[src/rtl/pipeline_display_driver_pkg.sv]
`default_nettype none
// ============================================================================
//  Module      : pipeline_display_driver_pkg
//  Description : Shared constants for the 4-digit 7-segment display driver.
//  Revision    : 1.0
// ============================================================================
package pipeline_display_driver_pkg;

    localparam logic [6:0] SEG_BLANK = 7'b1111111;
    localparam logic [3:0] AN_OFF    = 4'b1111;

    // Active-low {g,f,e,d,c,b,a} patterns, entry n decodes hex digit n
    localparam logic [15:0][6:0] HEX_SEG_TABLE = {
        7'b0001110,  // F
        7'b0000110,  // E
        7'b0100001,  // d
        7'b1000110,  // C
        7'b0000011,  // b
        7'b0001000,  // A
        7'b0010000,  // 9
        7'b0000000,  // 8
        7'b1111000,  // 7
        7'b0000010,  // 6
        7'b0010010,  // 5
        7'b0011001,  // 4
        7'b0110000,  // 3
        7'b0100100,  // 2
        7'b1111001,  // 1
        7'b1000000   // 0
    };

endpackage
`default_nettype wire

[src/rtl/pipeline_display_driver_hex_to_seg7.sv]
`default_nettype none
// ============================================================================
//  Module      : hex_to_seg7
//  Description : Combinational 4-bit hex to active-low 7-segment decode.
//  Revision    : 1.0
// ============================================================================
module hex_to_seg7
    import pipeline_display_driver_pkg::*;
(
    input  logic [3:0] i_nibble,
    output logic [6:0] o_segments
);

    assign o_segments = HEX_SEG_TABLE[i_nibble];

endmodule
`default_nettype wire

[src/rtl/pipeline_display_driver.sv]
`default_nettype none
// ============================================================================
//  Module      : pipeline_display_driver
//  Description : Scans a 16-bit snapshot of pc_in/reg_in onto a 4-digit
//                common-anode 7-segment display, one snapshot per frame.
//  Revision    : 1.0
// ============================================================================
module pipeline_display_driver
    import pipeline_display_driver_pkg::*;
#(
    parameter int unsigned REFRESH_CYCLES = 100000,
    parameter int unsigned BLANK_CYCLES   = 2000
) (
    input  logic        clock,
    input  logic        reset,
    input  logic [31:0] pc_in,
    input  logic [31:0] reg_in,
    input  logic        src_sel,
    input  logic        half_sel,
    output logic [3:0]  anode,
    output logic [6:0]  segments,
    output logic        dp
);

    localparam int unsigned CNT_W = $clog2(REFRESH_CYCLES);

    logic [CNT_W-1:0] r_slot_cnt;
    logic [1:0]       r_digit_idx;
    logic [15:0]      r_snapshot;
    logic             r_half_flag;
    logic             r_load_pending;

    logic        w_tick;
    logic        w_load;
    logic        w_blank;
    logic [31:0] w_src;
    logic [15:0] w_slice;
    logic [3:0]  w_nibble;
    logic [6:0]  w_seg;

    assign w_tick   = (r_slot_cnt == CNT_W'(REFRESH_CYCLES - 1));
    // A frame boundary and a pending load in the same cycle collapse into one load
    assign w_load   = r_load_pending || (w_tick && (r_digit_idx == 2'd3));
    assign w_blank  = (r_slot_cnt < CNT_W'(BLANK_CYCLES));
    assign w_src    = src_sel ? reg_in : pc_in;
    assign w_slice  = half_sel ? w_src[31:16] : w_src[15:0];
    assign w_nibble = r_snapshot[4*r_digit_idx +: 4];

    hex_to_seg7 u_hex_to_seg7 (
        .i_nibble   (w_nibble),
        .o_segments (w_seg)
    );

    always_ff @(posedge clock or posedge reset) begin
        if (reset) begin
            r_slot_cnt     <= '0;
            r_digit_idx    <= 2'd0;
            r_snapshot     <= 16'h0000;
            r_half_flag    <= 1'b0;
            r_load_pending <= 1'b1;
        end else begin
            r_slot_cnt <= w_tick ? '0 : r_slot_cnt + 1'b1;
            if (w_tick) begin
                r_digit_idx <= r_digit_idx + 2'd1;
            end
            if (w_load) begin
                r_snapshot     <= w_slice;
                r_half_flag    <= half_sel;
                r_load_pending <= 1'b0;
            end
        end
    end

    // Outputs lag the scan state by one cycle so they are glitch-free registers
    always_ff @(posedge clock or posedge reset) begin
        if (reset) begin
            anode    <= AN_OFF;
            segments <= SEG_BLANK;
            dp       <= 1'b1;
        end else if (w_blank) begin
            anode    <= AN_OFF;
            segments <= SEG_BLANK;
            dp       <= 1'b1;
        end else begin
            anode    <= ~(4'b0001 << r_digit_idx);
            segments <= w_seg;
            dp       <= ~((r_digit_idx == 2'd3) && r_half_flag);
        end
    end

endmodule
`default_nettype wire
[config.mk]
export PLATFORM = sky130hd
export DESIGN_NAME = pipeline_display_driver
export DESIGN_NICKNAME = d
export VERILOG_FILES = /design/src/rtl/pipeline_display_driver_pkg.sv /design/src/rtl/pipeline_display_driver_hex_to_seg7.sv /design/src/rtl/pipeline_display_driver.sv
export SDC_FILE = /design/constraint.sdc
export NUM_CORES = 1
export LEC_CHECK = 0
export CAP_MARGIN = 20
export CORE_ASPECT_RATIO = 2
export CORE_UTILIZATION = 29
export DETAILED_ROUTE_END_ITERATION = 10
export GPL_TIMING_DRIVEN = 0
export PLACE_DENSITY = 0.57
export SYNTH_ARGS = -nofsm -noshare
export SYNTH_HDL_FRONTEND = slang
export SYNTH_SLANG_ARGS = --single-unit
export TNS_END_PERCENT = 1
[constraint.sdc]
create_clock -name clock -period 2.5 [get_ports clock]
set_input_delay 0.375 -clock clock [delete_from_list [all_inputs] [get_ports clock]]
set_output_delay 0.375 -clock clock [all_outputs]
set_load 0.005 [all_outputs]
==> metrics.txt, run 1 <==
fraction of layout cells with a size suffix above 1=23.6%; number of diodes=0; Worst VDD drop=342 uV; warning count from the yosys run=0; Max FO, Critical Path=5; # IOs=80; Startpoint Class=register; Initial DRT Pass Iterations=7; signed area change from the synthesized netlist to the final layout=39.5%; H-Tree Level Count=2; first-pass GRT wire length=9.65 mm; path depth of the worst reg2reg path=6; count of port buffers added during placement=77; Final Util=41.9%; highest-count cells in the layout ignoring fill and taps=sky130_fd_sc_hd__clkdlybuf4s50_1 (77), sky130_fd_sc_hd__dfrtp_1 (36), sky130_fd_sc_hd__mux4_2 (20); number of buffers between clock root and the deepest sink=2; setup repair bufs after CTS=0; type of the worst min-delay path=in2async; gate count of the mapped netlist=206; most repeated library cell on the critical path=sky130_fd_sc_hd__o211ai_1; Netlist Area Pre-Place=2730 um^2; worst setup path category=reg2reg; cell family with most CP delay=multiplexers; sequential area share after synthesis=45.6%; clock insertion delay at the later pin of the skew report=290 ps; pre-CTS WS=251 ps; capture instance of the worst register-to-register path=segments[1]; CP required=around 2700 ps; outcome=complete, but fails checks; Overall Power=1.93 mW; via count=1,944; reported leakage power=1.52 nW; fmax=around 460 MHz; WL per Instance=14.6 um; CORE AREA=9070 um^2; clock slew at reported path FFs=60 ps; total of cells resized after clock tree synthesis=0; antenna-violating nets left=0; ratio of final minimum period to clock period=87.9%; Die Ht=139 um; Critical Path Sink Type=register; CTS tree=yes; unrepaired setup endpoints after global routing=false; endpoint arrival time on the critical path=2380 ps; per-instance average area after synthesis=13.2 um^2; Hold Vio Cnt, Final=0; DRC marker count from the first detailed-route iteration=90; actual slew at the worst max-slew pin=~650 ps; accumulated negative setup slack=0 ps; cts hold-fix bufs=0; beginning of the critical path=r_digit_idx[0]; cts bufs inserted=5; master of the slowest instance on the critical path=sky130_fd_sc_hd__mux4_2; failing checks=DRC; width of the die=around 71 um; max_cap viols=0; drc violations=2; worst max-slew margin expressed relative to the limit=56.5%; startpoint of the most critical register-to-register path=r_digit_idx[0]; number of global-route vias before repair=2,125; setup slack on the worst flop-to-flop path=300 ps; post-layout net count=370; most frequent standard cell in the layout excluding fill and tap cells=sky130_fd_sc_hd__clkdlybuf4s50_1; number of clock sinks=a little under 50; final RePlAce weighted congestion=0.815; unique cell type count in the Yosys netlist=37; total power density per cell area=roughly 500 nW/um^2; Slowest Stage Delay on Critical Path=640 ps; Root Driver=sky130_fd_sc_hd__clkbuf_16; DIE AREA=9820 um^2; destination of the critical timing path=segments[1]; count of final setup violators=0; initial antenna violation count=0; cell depth of the worst setup path=6; DP Wirelength=4.72 mm; via density per instance=about 4.9; gr ovfl total=0; largest clock skew in the final design=5.95 ps; cells along the critical path=clkbuf_1 > mux4_2 > inv_1 > ha_1 > o211ai_1 > o211ai_1; total detailed-routing wirelength=about 5.7 mm; Slew Viols, Final=0; worst-case setup margin in the final layout=304 ps; Overall Global Routing Usage=12.8%; synthesis-stage register bit count=between 40 and 50; site row count=49; CP bufs+invs=2; post-synthesis net count=285; maximum number of pins on one net before global-route repair=30; Initial Utilization=30.0%; Final min period=about 2200 ps
==> cell families after synthesis <==
logic type | count (synthesis) | share of synthesized area, %
compound gates | 12 | 3.17
simple gates | 56 | 11.2
flops | 49 | 45.6
xor+xnor | 14 | 4.50
buf+inv | 20 | 3.21
fa+ha+maj | 11 | 5.05
mux | 43 | 27.2
other cells | 1 | 0.138
==> worst reg2reg max path, stage by stage, from the launching register on <==
cell and delay (ps):
sky130_fd_sc_hd__dfrtp_1 370, sky130_fd_sc_hd__clkbuf_1 340, sky130_fd_sc_hd__mux4_2 640, sky130_fd_sc_hd__inv_1 160, sky130_fd_sc_hd__ha_1 270, sky130_fd_sc_hd__o211ai_1 180, sky130_fd_sc_hd__o211ai_1 130
==> registers in the layout, summed over array words and instances, names as in the netlist <==
name            count
segments            7
r_half_flag         1
anode               4
dp                  1
r_digit_idx         2
r_snapshot         16
r_slot_cnt         17
r_load_pending      1
==> metrics by stage <==
step	std cells	instance area [um^2]	hold slack (ps)
floorplan	206	2730	400
global placement	385	3620	435
detailed placement	386	3640	437
CTS	394	3800	423
global route	394	3800	447
finish	394	3800	421
==> final cells by class <==
cell class                 instances  area [um^2]
buffer                            10         50.0
multi-input combinational        137         1400
sequential                        49         1240
clock inverter                     1         5.00
clock buffer                       7          154
fill                             873         5270
inverter                          10         37.5
tap                              102          128
timing repair buffer              78          791
==> routing by layer <==
metal / wire length, um / global-route usage [%] / vias up
met2: 3400 / 25.0 / 61
li1: - / - / 919
met3: 189 / 2.03 / 11
met4: 186 / 7.58 / 0
met5: 0 / 0 / -
met1: 1960 / 12.1 / 953
==> Yosys cell counts, drive strengths merged <==
library cell,instances,area [um^2]
buf,5,31.3
o22ai,1,6.26
nand4b,1,8.76
a21oi,2,13.8
o311ai,1,8.76
nor3,3,15.0
nand4,3,18.8
clkbuf,5,18.8
nor4,5,46.3
or4,2,18.8
dfrtp,36,901
nand2b,3,18.8
o21ai,2,10.0
nor2b,1,6.26
o211ai,4,30.0
inv,10,37.5
or4bb,1,11.3
ha,11,138
nor2,11,41.3
and4,1,8.76
conb,1,3.75
dfstp,13,342
xnor2,11,96.3
o221ai,1,8.76
mux4,20,450
xor2,3,26.3
a211o,1,8.76
and3,1,6.26
nand2,13,48.8
mux2,19,251
mux2i,4,40.0
nand3,11,55.1
==> where the power goes <==
group / switching [mW] / internal [mW]
logic: 0.129 / 0.233
clock network: 0.281 / 0.430
registers: 0.0206 / 0.836
total: 0.431 / 1.50
==> how the worst min path moves through the flow <==
stage	start	end	slack, ps	depth (start not counted)
CTS	reset	r_snapshot[15]	420	2
finish	reset	r_snapshot[15]	420	2
global placement	r_half_flag	dp	430	1
floorplan	r_half_flag	dp	400	1
detailed placement	r_half_flag	dp	440	1
global route	reset	r_snapshot[15]	450	2
Power figures use the tool's default switching activity.
==> run 2: changes to the inputs <==
--- a/config.mk
+++ b/config.mk
@@ -7,10 +7,10 @@
 export LEC_CHECK = 0
 export CAP_MARGIN = 20
 export CORE_ASPECT_RATIO = 2
-export CORE_UTILIZATION = 29
+export CORE_UTILIZATION = 48
 export DETAILED_ROUTE_END_ITERATION = 10
 export GPL_TIMING_DRIVEN = 0
-export PLACE_DENSITY = 0.57
+export PLACE_DENSITY = 0.85
 export SYNTH_ARGS = -nofsm -noshare
 export SYNTH_HDL_FRONTEND = slang
 export SYNTH_SLANG_ARGS = --single-unit
==> run 2 against run 1 <==
Net effect: the run now ends clean; final area fell by 3.1%; critical path type unchanged; total power fell by 11%; first-iteration DRC count fell by 52%; critical path depth did not move; die area shrank 39%; via count up 2.0%; sequential power about the same.
==> metrics.txt, run 2 (synthesized netlist as in run 1, its figures left out) <==
Max FO, Critical Path=5 (unchanged); master of the slowest instance on the critical path=sky130_fd_sc_hd__mux4_2; antenna-violating nets left=0 (unchanged); Min Hold Slack=296 ps (-125 ps); capture instance of the worst register-to-register path=segments[3]; DP Wirelength=4.58 mm (-3.1%); H-Tree Level Count=2 (unchanged); width of the die=55.3 um (-22%); Slew Viols, Final=0 (unchanged); DIE AREA=6000 um^2 (-39%); count of port buffers added during placement=77 (unchanged); cts hold-fix bufs=0 (unchanged); Startpoint Class=register; DRC marker count from the first detailed-route iteration=43 (-52%); cts bufs inserted=5 (unchanged); cells along the critical path=clkbuf_1 > mux4_2 > ha_1 > mux2_2 > mux2i_1 > nand2_1; number of diodes=0 (unchanged); path depth of the worst reg2reg path=6 (unchanged); setup repair bufs after CTS=0 (unchanged); number of global-route vias before repair=2,164 (+1.8%); post-layout net count=370 (unchanged); endpoint arrival time on the critical path=2400 ps (+20 ps); via count=1,982 (+2.0%); fraction of layout cells with a size suffix above 1=23.6% (unchanged); largest registers ranked by flip-flop count=r_slot_cnt: 17 flops, r_snapshot: 16 flops, segments: 7 flops; signed area change from the synthesized netlist to the final layout=35.2%; clock slew at reported path FFs=90 ps (+30 ps); Initial DRT Pass Iterations=4 (-3); reported leakage power=1.49 nW (-2.3%); Die Ht=109 um (-22%); Overall Power=1.72 mW (-11%); # IOs=80 (unchanged); worst max-slew margin expressed relative to the limit=55.0% (-1.4 points); accumulated negative setup slack=0 ps (unchanged); Initial Utilization=49.9% (+20 points); site row count=38 (-22%); total power density per cell area=466 nW/um^2 (-8.2%); number of buffers between clock root and the deepest sink=2 (unchanged); outcome=complete, no violations; Critical Path Sink Type=register; final RePlAce weighted congestion=0.857 (+5.2%); total of cells resized after clock tree synthesis=0 (unchanged); actual slew at the worst max-slew pin=668 ps (+21.3 ps); register ranked first by flip-flop count=r_slot_cnt; Root Driver=sky130_fd_sc_hd__clkbuf_8; startpoint of the most critical register-to-register path=r_digit_idx[0]; type of the worst min-delay path=in2async; count of final setup violators=0 (unchanged); setup slack on the worst flop-to-flop path=330 ps (+20 ps); Final min period=2170 ps (-22.6 ps); highest-count cells in the layout ignoring fill and taps=sky130_fd_sc_hd__clkdlybuf4s50_1 (77), sky130_fd_sc_hd__dfrtp_1 (36), sky130_fd_sc_hd__mux4_2 (20); gr ovfl total=0 (unchanged); Overall Global Routing Usage=20.7% (+7.9 points); maximum number of pins on one net before global-route repair=41 (+37%); Hold Vio Cnt, Final=0 (unchanged); unrepaired setup endpoints after global routing=false; most frequent standard cell in the layout excluding fill and tap cells=sky130_fd_sc_hd__clkdlybuf4s50_1; cell family with most CP delay=multiplexers; flip-flop count of the largest register after layout=17 (unchanged); CP required=2730 ps (+50 ps); via density per instance=5.63 (+14%); Slowest Stage Delay on Critical Path=630 ps (about the same); initial antenna violation count=0 (unchanged); clock insertion delay at the later pin of the skew report=310 ps (+20 ps); instance area at placement=3590 um^2 (-1.4%); drc violations=0 (-2); CTS tree=yes; fmax=460 MHz (+1.0%); Design Area, Final=3690 um^2 (-3.1%); total detailed-routing wirelength=5.59 mm (-2.6%); largest clock skew in the final design=12.1 ps (+6.15 ps); WL per Instance=15.9 um (+9.0%); ratio of final minimum period to clock period=87.0% (-0.90 points); CORE AREA=5470 um^2 (-40%); worst setup path category=reg2reg; max_cap viols=0 (unchanged); CP bufs+invs=1 (-1); number of clock sinks=49 (unchanged); Worst VDD drop=394 uV (+15%); first-pass GRT wire length=9.49 mm (-1.7%)
run 2: cell count changes in the layout (fill, tap and decap cells not counted), sizes merged:
cell and delta:
clkinv -1, clkinvlp +1
run 2: report_power, final:
| part | internal (mW) | switching [mW] |
|---|---|---|
| logic | 0.233 | 0.130 |
| registers | 0.835 | 0.0246 |
| clock network | 0.225 | 0.268 |
| total | 1.29 | 0.423 |
run 2: worst max-delay path by stage:
stage / start / end / slack, ps / cells after the start
2_1_floorplan: src_sel / r_snapshot[0] / 500 / 4
3_3_place_gp: reset / r_snapshot[0] / 130 / 2
3_5_place_dp: src_sel / r_snapshot[15] / 280 / 4
4_1_cts: r_digit_idx[0] / segments[3] / 280 / 6
5_1_grt: r_digit_idx[0] / segments[3] / 160 / 6
6_report: r_digit_idx[0] / segments[3] / 330 / 6
run 2: routing by layer:
metal	global-route usage (%)	part of all wire [%]	vias to the layer above
met5	0	0	-
met4	11.3	3.4	0
met3	3.71	4.2	16
li1	-	-	922
met1	19.1	33	958
met2	41.3	59	86
run 2: layout make-up:
class	count	area [um^2]
buffer	10	50.0
tap	60	75.1
fill	382	1780
timing repair buffer	78	791
inverter	10	37.5
multi-input combinational	137	1400
clock inverter	1	7.51
sequential	49	1240
clock buffer	7	86.3
run 2: per-stage QoR:
stage | cells | setup WS [ps] | util (%)
2_1_floorplan | 206 | 501 | -
3_3_place_gp | 343 | 131 | 65.3
3_5_place_dp | 344 | 277 | 65.7
6_report | 352 | 326 | 67.4
5_1_grt | 352 | 161 | 67.4
4_1_cts | 352 | 285 | 67.4
